**src/rtl/program_loader.sv**
```systemverilog
// Byte-stream program loader: parses sync/count/data/checksum frames into 16-bit program
// memory writes and only releases the core once the frame checksum has been verified.
module program_loader #(
    parameter int unsigned PC_WIDTH = 6
) (
    input  logic                clock,
    input  logic                reset,
    input  logic                in_valid,
    input  logic [7:0]          in_data,
    output logic                in_ready,
    output logic                pm_we,
    output logic [PC_WIDTH-1:0] pm_addr,
    output logic [15:0]         pm_wdata,
    output logic                core_run,
    output logic                busy,
    output logic                error
);

    localparam int unsigned DEPTH = 2 ** PC_WIDTH;
    localparam logic [7:0]  SYNC  = 8'hA5;

    typedef enum logic [2:0] {
        StIdle,
        StCount,
        StHigh,
        StLow,
        StWrite,
        StCheck,
        StDone,
        StError
    } state_e;

    state_e              state;
    logic [PC_WIDTH:0]   remaining;
    logic [7:0]          checksum;
    logic                accept;
    logic                count_ok;
    logic                is_sync;

    assign accept   = in_valid & in_ready;
    assign is_sync  = (in_data == SYNC);
    // Nine bits so that DEPTH = 256 still compares correctly against an 8-bit count.
    assign count_ok = (in_data != 8'h00) && ({1'b0, in_data} <= 9'(DEPTH));

    assign in_ready = (state != StWrite);
    assign busy     = (state != StIdle) && (state != StDone) && (state != StError);
    assign error    = (state == StError);

    always_ff @(posedge clock) begin
        if (!reset) begin
            state     <= StIdle;
            pm_we     <= 1'b0;
            pm_addr   <= '0;
            pm_wdata  <= '0;
            core_run  <= 1'b0;
            remaining <= '0;
            checksum  <= '0;
        end else begin
            pm_we <= 1'b0;
            case (state)
                StIdle: begin
                    if (accept && is_sync) state <= StCount;
                end
                StCount: begin
                    if (accept) begin
                        if (count_ok) begin
                            remaining <= (PC_WIDTH + 1)'(in_data);
                            pm_addr   <= '0;
                            checksum  <= '0;
                            state     <= StHigh;
                        end else begin
                            state <= StError;
                        end
                    end
                end
                StHigh: begin
                    if (accept) begin
                        pm_wdata[15:8] <= in_data;
                        checksum       <= checksum ^ in_data;
                        state          <= StLow;
                    end
                end
                StLow: begin
                    if (accept) begin
                        pm_wdata[7:0] <= in_data;
                        checksum      <= checksum ^ in_data;
                        // Strobe is registered so it lines up exactly with the WRITE cycle.
                        pm_we         <= 1'b1;
                        state         <= StWrite;
                    end
                end
                StWrite: begin
                    pm_addr   <= pm_addr + 1'b1;
                    remaining <= remaining - 1'b1;
                    state     <= (remaining == (PC_WIDTH + 1)'(1)) ? StCheck : StHigh;
                end
                StCheck: begin
                    if (accept) begin
                        if (in_data == checksum) begin
                            core_run <= 1'b1;
                            state    <= StDone;
                        end else begin
                            state <= StError;
                        end
                    end
                end
                StDone, StError: begin
                    if (accept && is_sync) begin
                        core_run <= 1'b0;
                        state    <= StCount;
                    end
                end
                default: state <= StIdle;
            endcase
        end
    end

endmodule

```
**config.mk**
```make
export PLATFORM = sky130hd
export DESIGN_NAME = program_loader
export DESIGN_NICKNAME = d
export VERILOG_FILES = /design/src/rtl/program_loader.sv
export SDC_FILE = /design/constraint.sdc
export NUM_CORES = 1
export LEC_CHECK = 0
export ABC_AREA = 0
export CAP_MARGIN = 20
export CORE_MARGIN = 1.5
export CORE_UTILIZATION = 55
export CTS_CLUSTER_DIAMETER = 80
export DETAILED_ROUTE_END_ITERATION = 6
export PLACE_DENSITY = 0.93
export SETUP_SLACK_MARGIN = 0.1
export SYNTH_ARGS = -nofsm -noshare
export SYNTH_HDL_FRONTEND = slang
export SYNTH_SLANG_ARGS = --single-unit
export TNS_END_PERCENT = 20
```
**constraint.sdc**
```tcl
create_clock -name clock -period 4.4 [get_ports clock]
set_input_delay 0.88 -clock clock [delete_from_list [all_inputs] [get_ports clock]]
set_output_delay 0.88 -clock clock [all_outputs]
set_load 0.01 [all_outputs]
```
==> metrics <==
# IOs=38; Reg clk slew, reported paths=approximately 0.080 ns; Post-synth EDFFs=0; Slew Limit Headroom=0.425; vias post-DR=just over 2,000; CP Capture Type=flip-flop; Top FF cell, synth=dfxtp_1; Startpoint Class=input pin; Vias/cell=around 6; result of the run=complete, no violations; initial antenna violation count=0; CP Class=in2reg; synthesized area per cell=~7.9 sq um; largest area contributor in the netlist=dfxtp_1; # DRC=0; Crit path required time=4.59 ns; Max clock buf depth=2; crit path launch=in_data[3]; Setup Skew=0.00214 ns; root buf cell=clkbuf_8; Slowest Stage Delay on Critical Path=approximately 0.58 ns; leak pwr=roughly 0.88 nW; share of layout cells above drive strength 1=0.0471; Seq cells post-synth=42; Die ar.=around 0.0043 sq mm; largest net degree at the start of global routing=31; Rows=22; top cell type's share of synthesized area=0.394; family with the most delay on the worst path=simple AND/OR/NAND/NOR gates; Wirelength per Cell=between 10 and 15 um; area of the core=approximately 0.0037 sq mm; vias in the first global route=~1,900; RSZ-0062 raised after global routing=no; final wirelength=approximately 4900 um; Setup TNS Final=0 ns; post-synth net total=~290; crit path max fanout=15; Max Fclk=around 330 MHz; TritonCTS Sinks=42; H-tree levels=2; Tot GR Track Use=0.247; DRT iter0 DRCs=just under 100; critical path cell sequence=clkdlybuf4s50_1, or3_4, o21ai_0, nand3_1, a32o_1, and2_1; min cycle time layout=~3.0 ns; area added between synthesis and finish=20.2%; Synthesis Warnings=0; hpwl dp=~3400 um; number of CTS-inserted buffers=5; Die Height=65.3 um; measured slew at the worst slew-check pin=0.862 ns; Final Setup Violations=0; count leader, synth=dfxtp_1; pwr/cell area=~450 mW/mm^2; # diodes=0; Initial Utilization=0.578; Hold WC Path Type=reg2reg; most common library cells after synthesis=dfxtp_1 (42), nand2_1 (38), a21oi_1 (26), nor2_1 (22), o21ai_0 (18); final worst setup slack=1.35 ns; Post-CTS Hold Fix Bufs=0; Detail Route Antenna Nets=0; Resized Gates After CTS=0; worst vdd ir=around 0.20 mV; drt pass-1 iters=4; post-synthesis cell count=~270; CTS tree=done; Nets=approximately 310; Async SR Flop Fraction=0; die width=roughly 65 um; mapped cell area=between 0.002 and 0.0025 sq mm; Setup Buffers After CTS=0; first-pass GRT wire length=around 8300 um; Slew Viols, Final=0; period utilisation layout=0.693; port buffer count=37; Netlist cell types=47; WP buf/inv=1; CP arrival=between 3 and 4 ns; worst-skew pair later-pin latency=around 0.29 ns; GR Overflow Total=0; Worst R2R Start=state[0]; Slowest cell on crit path=clkdlybuf4s50_1; Hold Fails Final Rpt=0; Worst Hold Launch=pm_wdata[7]; Max Cap Viol=0; Final GP Congestion=around 0.84; Design Power=roughly 0.0011 W; sequential share of the synthesized area=0.394; ranking of synthesized cells by area=dfxtp_1 (39%), nand2_1 (6.7%), a21oi_1 (6.1%), o21ai_0 (4.2%), nor2_1 (3.9%); dpl ws=between 1 and 1.5 ns
## metal layers
layer / up-vias / global-route usage / wire (um) / share of wire
met1: 955 / 0.315 / 2220 / 0.45
met5: - / 0 / 0 / 0
met2: 56 / 0.415 / 2380 / 0.48
li1: 1012 / - / - / -
met3: 5 / 0.0394 / 254 / 0.052
met4: 0 / 0.102 / 70 / 0.014
## path summary, 6_finish.rpt
check | end | slack (ns) | cells past startpoint
worst max-delay path | checksum[2] | 1.35 | 6
worst min register to register | pm_wdata[7] | 0.46 | 2
worst max register to register | checksum[2] | 2.04 | 5
worst min-delay path | pm_wdata[7] | 0.46 | 2
## cell families (layout without fill, tap and decap cells)
family,after synthesis,count (layout),synth area share
AOI/OAI and AO/OA,75,75,0.225
adders and majority gates,3,3,0.0176
buffers and inverters,32,58,0.0651
and+or+nand+nor,110,110,0.260
DFF,42,42,0.394
xor gates and xnor gates,8,8,0.0329
muxes,1,1,0.00470
## cell usage in the layout (no fill, tap or decap), types with 7 or more instances in the layout
master,Yosys,layout
nor2_1,22,22
nand3_1,12,12
a32oi_1,8,8
nand2b_1,7,7
a21oi_1,26,26
dfxtp_1,42,42
clkdlybuf4s50_1,0,37
nand2_1,38,38
o21ai_0,18,18
inv_1,11,11
## area by class of cell
type / instances / area [sq um]
multi-input cells: 197 / 1150
fillers: 300 / 1120
well taps: 48 / 60.1
repair buffers: 39 / 385
inverters: 12 / 45.0
flip-flops and latches: 42 / 841
clock buffers: 6 / 72.6
clock inverters: 1 / 7.51
## flip-flops by register name, summed over array words and instances (netlist names)
name,count
pm_we,1
core_run,1
pm_wdata,16
checksum,8
pm_addr,6
remaining,7
state,3
## report_power, final
group	internal (W)	switching [W]	total (W)
clock	0.000109	0.000127	0.000236
combinational	0.000184	0.000218	0.000402
sequential	0.000434	0.0000715	0.000506
## per-stage QoR
stage / instance area [sq um] / std cells / util / hold slack (ns)
2_1_floorplan: 2130 / 271 / - / 0.443
3_3_place_gp: 2480 / 338 / 0.673 / 0.445
3_5_place_dp: 2480 / 338 / 0.673 / 0.451
4_1_cts: 2560 / 345 / 0.695 / 0.465
5_1_grt: 2560 / 345 / 0.695 / 0.484
6_report: 2560 / 345 / 0.695 / 0.462
## worst min-delay path, cell delays in order (launching register included)
cell and delay (ns):
dfxtp_1 0.32, nand2_1 0.05, a21oi_1 0.05
No activity file was read; power rests on OpenSTA's default activity.
